--- config.mk ---
export PLATFORM = sky130hd
export DESIGN_NAME = data_compress_arb
export DESIGN_NICKNAME = d
export VERILOG_FILES = /design/src/rtl/data_compress_pkg.sv /design/src/rtl/dc_tag_fifo.sv /design/src/rtl/data_compress_arb.sv
export SDC_FILE = /design/constraint.sdc
export NUM_CORES = 1
export LEC_CHECK = 0
export ABC_AREA = 1
export ABC_CLOCK_PERIOD_IN_PS = 5600
export CAP_MARGIN = 20
export CORE_MARGIN = 4
export CORE_UTILIZATION = 48
export CTS_CLUSTER_DIAMETER = 60
export DETAILED_ROUTE_END_ITERATION = 10
export PLACE_DENSITY = 0.83
export SYNTH_ARGS = -nofsm -noshare
export SYNTH_HDL_FRONTEND = slang
export SYNTH_SLANG_ARGS = --single-unit
--- constraint.sdc ---
create_clock -name clk -period 5.6 [get_ports clk]
set_input_delay 0.84 -clock clk [delete_from_list [all_inputs] [get_ports clk]]
set_output_delay 0.84 -clock clk [all_outputs]
set_load 0.02 [all_outputs]
--- src/rtl/data_compress_pkg.sv ---
// Shared types for the data_compress requester arbiter.
package data_compress_pkg;

  localparam int unsigned DW_DEF  = 8;
  localparam int unsigned ID_MAXW = 3;

  typedef enum logic [1:0] {IDLE, ARB, XFER, GAP} arb_state_e;

  // Sized for up to 8 requesters; the top narrows id to its own width.
  typedef struct packed {
    logic [ID_MAXW-1:0] id;
    logic               last;
  } tag_t;

  localparam int unsigned TAG_W = $bits(tag_t);

endpackage

--- src/rtl/dc_tag_fifo.sv ---
// Synchronous FIFO holding {requester id, last} for beats inside the compressor.
module dc_tag_fifo #(
  parameter int unsigned DEPTH = 4,
  parameter int unsigned W     = 4,
  parameter int unsigned CW    = $clog2(DEPTH + 1)
) (
  input  logic          clk,
  input  logic          rst,
  input  logic          push,
  input  logic [W-1:0]  din,
  input  logic          pop,
  output logic [W-1:0]  dout,
  output logic          full,
  output logic          empty,
  output logic [CW-1:0] count
);

  localparam int unsigned AW = (DEPTH > 1) ? $clog2(DEPTH) : 1;

  logic [W-1:0]  mem [DEPTH];
  logic [AW-1:0] wr_ptr, rd_ptr;
  logic          push_ok, pop_ok;

  assign full    = (count == CW'(DEPTH));
  assign empty   = (count == '0);
  assign push_ok = push & ~full;
  assign pop_ok  = pop & ~empty;
  assign dout    = mem[rd_ptr];

  always_ff @(posedge clk) begin
    if (push_ok) mem[wr_ptr] <= din;
  end

  always_ff @(posedge clk) begin
    if (rst) begin
      wr_ptr <= '0;
      rd_ptr <= '0;
      count  <= '0;
    end else begin
      if (push_ok) wr_ptr <= (wr_ptr == AW'(DEPTH - 1)) ? '0 : wr_ptr + AW'(1);
      if (pop_ok)  rd_ptr <= (rd_ptr == AW'(DEPTH - 1)) ? '0 : rd_ptr + AW'(1);
      case ({push_ok, pop_ok})
        2'b10:   count <= count + CW'(1);
        2'b01:   count <= count - CW'(1);
        default: count <= count;
      endcase
    end
  end

endmodule

--- src/rtl/data_compress_arb.sv ---
// Packet-granular round-robin sharing of one data_compress among NREQ streams,
// with tag-based routing of compressed bytes back to their owner.
module data_compress_arb
  import data_compress_pkg::*;
#(
  parameter int unsigned NREQ      = 4,
  parameter int unsigned DW        = DW_DEF,
  parameter int unsigned TAG_DEPTH = 4,
  parameter int unsigned IDW       = $clog2(NREQ)
) (
  input  logic               clk,
  input  logic               rst,
  input  logic [NREQ-1:0]    req_valid,
  input  logic [NREQ*DW-1:0] req_data,
  input  logic [NREQ-1:0]    req_hold,
  input  logic [NREQ-1:0]    req_last,
  output logic [NREQ-1:0]    req_ready,
  output logic [DW-1:0]      c_din,
  output logic               c_den,
  output logic               c_hold,
  input  logic               c_rdy,
  input  logic [DW-1:0]      c_dout,
  input  logic               c_vldo,
  output logic [DW-1:0]      out_data,
  output logic               out_valid,
  output logic [IDW-1:0]     out_id,
  output logic               out_last,
  output logic [IDW-1:0]     grant_id,
  output logic               busy,
  output logic               err
);

  localparam int unsigned CW = $clog2(TAG_DEPTH + 1);

  arb_state_e     state, state_n;
  logic [IDW-1:0] rr, rr_n, grant_n;
  logic [IDW-1:0] pick, pick_hi, pick_lo;
  logic           pick_hi_vld, pick_lo_vld;
  logic [DW-1:0]  sel_data;
  logic           sel_valid, sel_hold, sel_last;
  logic           xfer_ready, accept, pop;
  logic [CW-1:0]  tag_count;
  logic           tag_full, tag_empty;
  tag_t           push_tag, head;

  // Lowest valid index at or above rr, else lowest valid overall (wrap).
  always_comb begin
    pick_hi     = '0;
    pick_lo     = '0;
    pick_hi_vld = 1'b0;
    pick_lo_vld = 1'b0;
    for (int i = int'(NREQ) - 1; i >= 0; i--) begin
      if (req_valid[i]) begin
        pick_lo     = IDW'(i);
        pick_lo_vld = 1'b1;
        if (IDW'(i) >= rr) begin
          pick_hi     = IDW'(i);
          pick_hi_vld = 1'b1;
        end
      end
    end
    pick = pick_hi_vld ? pick_hi : pick_lo;
  end

  always_comb begin
    sel_data  = '0;
    sel_valid = 1'b0;
    sel_hold  = 1'b0;
    sel_last  = 1'b0;
    for (int i = 0; i < int'(NREQ); i++) begin
      if (grant_id == IDW'(i)) begin
        sel_data  = req_data[i*DW +: DW];
        sel_valid = req_valid[i];
        sel_hold  = req_hold[i];
        sel_last  = req_last[i];
      end
    end
  end

  assign xfer_ready = c_rdy & (tag_count < CW'(TAG_DEPTH));
  assign accept     = (state == XFER) & sel_valid & xfer_ready;
  assign pop        = c_vldo & ~tag_empty;
  assign busy       = (state != IDLE) | ~tag_empty;

  always_comb begin
    req_ready = '0;
    for (int i = 0; i < int'(NREQ); i++) begin
      if (state == XFER && grant_id == IDW'(i)) req_ready[i] = xfer_ready;
    end
  end

  always_comb begin
    state_n = state;
    grant_n = grant_id;
    rr_n    = rr;
    case (state)
      IDLE: if (|req_valid) state_n = ARB;
      ARB: begin
        if (pick_lo_vld) begin
          grant_n = pick;
          rr_n    = (pick == IDW'(NREQ - 1)) ? '0 : pick + IDW'(1);
          state_n = XFER;
        end else begin
          state_n = IDLE;
        end
      end
      XFER:    if (accept && sel_last) state_n = GAP;
      GAP:     state_n = (|req_valid) ? ARB : IDLE;
      default: state_n = IDLE;
    endcase
  end

  always_ff @(posedge clk) begin
    if (rst) begin
      state    <= IDLE;
      rr       <= '0;
      grant_id <= '0;
    end else begin
      state    <= state_n;
      rr       <= rr_n;
      grant_id <= grant_n;
    end
  end

  // Compressor drive and owner-tagged output path.
  always_ff @(posedge clk) begin
    if (rst) begin
      c_din     <= '0;
      c_hold    <= 1'b0;
      c_den     <= 1'b0;
      out_valid <= 1'b0;
      out_data  <= '0;
      out_id    <= '0;
      out_last  <= 1'b0;
      err       <= 1'b0;
    end else begin
      c_den     <= accept;
      out_valid <= pop;
      if (accept) begin
        c_din  <= sel_data;
        c_hold <= sel_hold;
      end
      if (pop) begin
        out_data <= c_dout;
        out_id   <= IDW'(head.id);
        out_last <= head.last;
      end
      if (c_vldo && tag_empty) err <= 1'b1;
    end
  end

  always_comb begin
    push_tag      = '0;
    push_tag.id   = ID_MAXW'(grant_id);
    push_tag.last = sel_last;
  end

  dc_tag_fifo #(
    .DEPTH (TAG_DEPTH),
    .W     (TAG_W),
    .CW    (CW)
  ) u_tag_fifo (
    .clk   (clk),
    .rst   (rst),
    .push  (accept),
    .din   (push_tag),
    .pop   (pop),
    .dout  (head),
    .full  (tag_full),
    .empty (tag_empty),
    .count (tag_count)
  );

  // Ready is gated on count, so full only matters inside the FIFO.
  logic unused_full;
  assign unused_full = tag_full;

endmodule

; After elaboration in Yosys (flattened, before gate mapping)
; Memories as Yosys holds them, arrays and structs flattened. A register that Yosys moved wholly into a read port is not among the register bits.
; Cells that the tools add are included.
[op_classes]
n_addsub = 5
multipliers = 0
div = 0
n_lt_le_gt_ge = 5
eq_ne = 14
shifts = 0
muxes = 56
bitwise_logic = 9
n_reduce_logical = 14
[ops]
columns = cell, count
row1 = 2-to-1 mux 2 bit, 19
row2 = 2-to-1 mux 8 bit, 4
row3 = 2-to-1 mux 1 bit, 31
row4 = equality test 2 bit (second input constant), 8
row5 = case mux 2 bit (4 select lines), 1
row6 = adder 2 x 1 -> 2 bit (second input constant), 3
row7 = bitwise AND 1 bit, 6
row8 = equality test 2 x 1 -> 1 bit (second input constant), 3
row9 = logical AND 1 bit, 6
row10 = case mux 3 bit (2 select lines), 1
row11 = >= comparator 1 x 2 -> 1 bit (first input constant), 2
row12 = >= comparator 2 bit (first input constant), 2
row13 = logical NOT 2 bit, 2
row14 = AND reduction 2 bit, 2
row15 = nonzero test 2 bit, 2
row16 = OR reduction 4 bit, 1
row17 = adder 3 x 1 -> 3 bit (second input constant), 1
row18 = equality test 3 bit (second input constant), 1
row19 = logical NOT 3 bit, 1
row20 = less-than comparator 3 bit (second input constant), 1
row21 = subtractor 3 x 1 -> 3 bit (second input constant), 1
row22 = inequality test 2 x 1 -> 1 bit (second input constant), 1
row23 = inequality test 2 bit (second input constant), 1
row24 = NOT 1 bit, 2
row25 = OR 1 bit, 1
[totals]
ff_bits = 33
latch_bits = 0
ramBits = 12
romBits = 0
memories = 1
[memory_table]
columns = memory, depth, width, read_ports, rd_clocked_by_memory_dff, wr, line_no
row1 = u_tag_fifo.mem, 4, 3, 1, 1, 1, dc_tag_fifo.sv:20  ; logic [W-1:0] mem [DEPTH];

; Depth between registers and ports, before layout
[depth]
word_depth = 12
mapped_depth = 16
depth_no_buf = 15

; Modules after synthesis
; Synthesis repeated with hierarchy kept, for this count alone.
[unflattened]
cells_unflattened = 348
area_unflattened_um2 = 2638.8
[modules_own_cells]
columns = module, n_inst, cells_each, area_per_inst_um2, seq_area_each_um2
row1 = data_compress_arb, 1, 237, 1516.5, 580.6
row2 = dc_tag_fifo, 1, 111, 1122.3, 660.6

; Worst setup path before layout
; OpenSTA, ideal clock, no wires.
[synth_timing]
path_type = input port to flip-flop
from = input port c_rdy
to = register u_tag_fifo.count[1]
setup_ns = 0.064
arrival_time_ns = 2.461
required_ns = 5.536
slack_ns = 3.075
path_stages = 14
n_path_buf = 1
cell_sequence = nand2_1 nor2_2 inv_2 nor2_4 nand2_2 nand2_4 inv_4 buf_8 ha_1 inv_1 fa_1 nor2_1 a21oi_1 nor2_1
[synth_via]
elab_chain_len = 5
word_cells_on_any_way = 7
cone_classes = eq/ne (2) / mux (1) / bitwise (3) / reduce/logical (1)
[synth_rtl]
columns = element, line_no
row1 = "start, declared", data_compress_arb.sv:21  ; input logic c_rdy,
row2 = bitwise AND 1 bit (*), data_compress_arb.sv:80  ; assign xfer_ready = c_rdy & (tag_count < CW'(TAG_DEPTH));
row3 = bitwise AND 1 bit (*), data_compress_arb.sv:81  ; assign accept = (state == XFER) & sel_valid & xfer_ready;
row4 = bitwise AND 1 bit (*), dc_tag_fifo.sv:26  ; assign push_ok = push & ~full;
row5 = equality test 2 x 1 -> 1 bit / equality test 2 bit (equally long branches), dc_tag_fifo.sv:42  ; case ({push_ok, pop_ok})
row6 = case mux 3 bit (2 select lines) / nonzero test 2 bit (equally long branches), -
row7 = "end signal, assigned", dc_tag_fifo.sv:43  ; 2'b10: count <= count + CW'(1);
row8 = "end signal, assigned", dc_tag_fifo.sv:44  ; 2'b01: count <= count - CW'(1);
row9 = "end signal, assigned", dc_tag_fifo.sv:45  ; default: count <= count;
row10 = "end, declared", dc_tag_fifo.sv:15  ; output logic [CW-1:0] count
; Mark *: on every way between the ends. The rest lies on a longest branch, timed or not.
; A chain may end at the register's enable or synchronous reset.

; Worst setup path after layout
[layout_timing]
from = input port c_rdy
to = output port req_ready[2]
[layout_via]
elab_chain_len = 2
[layout_rtl]
columns = element, line_no
row1 = bitwise AND 1 bit, data_compress_arb.sv:80
row2 = 2-to-1 mux 1 bit, data_compress_arb.sv:88  ; if (state == XFER && grant_id == IDW'(i)) req_ready[i] = xfer_ready;
row3 = "end, declared", data_compress_arb.sv:17  ; output logic [NREQ-1:0] req_ready,
; Every way passes these cells.

==> results.json <==
{
  "core_um2": 4720,
  "p_comb_share_pct": 26.5,
  "place_area_um2": 3200,
  "criticalPathCategory": "in2out",
  "switching_share_pct": 29.1,
  "syn_avg_cell_area_um2": 7.88,
  "hp-class": "reg2reg",
  "cts_buffer_depth": 2,
  "grt_pass1_wl_mm": 9.14,
  "p_sw_mw": 0.255,
  "p_seq_share_pct": 45.8,
  "postCtsResizedCells": 0,
  "fmax_mhz": 305,
  "status": "completed",
  "clkSlewWorstSetupHoldPaths_ns": 0.08,
  "seq_area_frac_synth_pct": 46.4,
  "ir_drop_mv": 0.109,
  "grt_pass1_vias": 2160,
  "cts_tree": "done",
  "hpwl_mm": 4.23,
  "rsz0062_at_grt": "false",
  "io_pins": 86,
  "crit_arrival_ns": 2.44,
  "rr_worst_depth": 13,
  "first_pass_iters": 4,
  "crit_path_end_kind": "primary output",
  "finalInstanceArea_um2": 3310,
  "dieArea_um2": 6040,
  "antenna_found_initial": 0,
  "vias_per_cell": 4.90,
  "die_h_um": 77.7,
  "drive_gt1_share_pct": 7.65,
  "post_drt_wl_per_cell_um": 12.0,
  "antenna_left": 0,
  "min_period_over_period_pct": 58.5,
  "cts_setup_buffers": 0,
  "wirelength_mm": 5.34,
  "final_common_cell": "clkdlybuf4s50_1",
  "port_buffers": 85,
  "start_util_pct": 49.4,
  "pwr-share-clk_pct": 27.8,
  "crit_fanout": 4,
  "ys_ff_latch": 48,
  "hold_viol_final": 0,
  "gr-usage-all-layers_pct": 18.8,
  "cp.required_ns": 4.76,
  "cts.sinks": 48,
  "syn2layout_area_growth_pct": 42.0,
  "cp_slowest_cell": "clkdlybuf4s50_1",
  "yosysWarnings": 0,
  "gp_congestion": 0.797,
  "grt_overflow": 0,
  "slew_headroom_pct": 39.2,
  "final_cell_mix": "clkdlybuf4s50_1 (85), nor2_1 (49), nand2_1 (42)",
  "cts-htree-levels": 2,
  "syn_area_um2": 2330,
  "worst_pin_slew_ns": 0.911,
  "p_int_mw": 0.619,
  "final_max_slew_viol_count": 0,
  "max_stage_delay_ns": 0.64,
  "grt_start_max_net_pins": 30,
  "cts_hold_buf": 0,
  "worst_setup_path_start_kind": "primary input",
  "nNetsFinal": 441,
  "fill_cells": 400,
  "finClkSkew_ns": 0.00443,
  "leakagePower_nw": 1.30,
  "netlist_instances": 296,
  "cts_buffers": 5,
  "hold_depth": 2,
  "rows": 25,
  "path_cells": "clkdlybuf4s50_1, nand2_1, nor2_2, inv_2, nor3_1, clkdlybuf4s50_1",
  "synth_fp_nets": 359,
  "min_period_ns": 3.28,
  "path_common_cell": "clkdlybuf4s50_1",
  "clk_latency_ns": 0.30,
  "drc": 0,
  "clockRootBuffer": "clkbuf_8",
  "fin_tns_setup_ns": 0,
  "drt_iter0_drc": 70,
  "maxCapViolCount": 0,
  "num_antenna_cells": 0,
  "die_w_um": 77.7,
  "setup_viol": 0,
  "vias": 2187,
  "synth.distinct_cells": 31,
  "power_density_nw_per_um2": 264
}
power groups by stage:
stage	combinational (mW)	clock (mW)	sequential (mW)
floorplan	0.121	0	0.422
global placement	0.229	0	0.408
detailed placement	0.233	0	0.408
CTS	0.234	0.247	0.400
global route	0.259	0.263	0.404
finish	0.231	0.243	0.400
final timing paths:
| check | from | end | slack, ns |
|---|---|---|---|
| max | c_rdy | req_ready[2] | 2.32 |
| min reg2reg | err | err | 0.45 |
| max reg2reg | grant_id[0] | u_tag_fifo.count[2] | 2.81 |
| min | err | err | 0.45 |
through the flow:
step	utilization, %	std cells	hold WS [ns]	power (mW)	worst slack (ns)
floorplan	-	296	0.458	0.543	3.07
CTS	70.1	446	0.455	0.881	2.30
detailed placement	67.8	438	0.442	0.641	2.29
finish	70.1	446	0.450	0.874	2.32
global route	70.1	446	0.497	0.926	2.23
global placement	67.8	438	0.436	0.637	2.33
cells in the mapped netlist:
master / instances / area, um2
nor2_1: 49 / 184
nand2_1: 42 / 158
dfxtp_1: 36 / 721
o21ai_0: 26 / 130
inv_1: 25 / 93.8
nand3_1: 24 / 120
a21oi_1: 19 / 95.1
edfxtp_1: 12 / 360
o21ai_1: 10 / 50.1
nand3_2: 7 / 70.1
ha_1: 6 / 75.1
nor3_1: 6 / 30.0
buf_2: 5 / 25.0
inv_2: 4 / 15.0
a31oi_1: 3 / 18.8
a221oi_1: 2 / 17.5
clkbuf_1: 2 / 7.51
nand2_2: 2 / 12.5
nand2_4: 2 / 22.5
nor2_2: 2 / 12.5
o21ai_2: 2 / 17.5
a211oi_1: 1 / 7.51
buf_1: 1 / 3.75
buf_4: 1 / 7.51
buf_6: 1 / 11.3
buf_8: 1 / 15.0
fa_1: 1 / 20.0
inv_4: 1 / 6.26
nand4_1: 1 / 6.26
nor2_4: 1 / 11.3
o211ai_1: 1 / 7.51
worst max-delay path, delay by kind of cell:
| kind | cells | cell delay [ns] |
|---|---|---|
| buffers and inverters | 3 | 1.19 |
| and+or+nand+nor | 3 | 0.41 |
sequential cells by signal, summed over array words and instances, names as in the netlist, 2 cells and up, named ones only:
| signal | cells |
|---|---|
| grant_id | 2 |
| u_tag_fifo.wr_ptr | 2 |
| u_tag_fifo.rd_ptr | 2 |
| u_tag_fifo.mem | 12 |
| u_tag_fifo.count | 3 |
| c_din | 8 |
| out_data | 8 |
| rr | 2 |
| out_id | 2 |
kinds of logic (layout without fill, tap and decap cells):
group                      after synthesis  in the layout  share of synthesized area [%]
AOI/OAI and AO/OA                       64             64                           14.8
adders and majority gates                7              7                           4.08
buffers and inverters                   41            124                           7.94
DFF                                     48             48                           46.4
and+or+nand+nor                        136            136                           26.9
routing by layer:
| metal | routed length, um | vias to the layer above | global-route usage (%) | part of all wire (%) |
|---|---|---|---|---|
| li1 | - | 1150 | - | - |
| met3 | 567 | 4 | 8.58 | 11 |
| met2 | 2520 | 80 | 32.5 | 47 |
| met5 | 0 | - | 0 | 0 |
| met4 | 48 | 0 | 4.80 | 0.90 |
| met1 | 2210 | 953 | 20.7 | 41 |
area by class of cell:
type	instances	area, um2	share of cell area, %
timing repair buffer	86	858	25.9
multi-input combinational	207	1070	32.2
sequential	48	1080	32.6
clock buffer	6	72.6	2.19
inverter	30	115	3.48
tap	67	83.8	2.53
clock inverter	2	35.0	1.06
(Power assumes the default switching activity.)
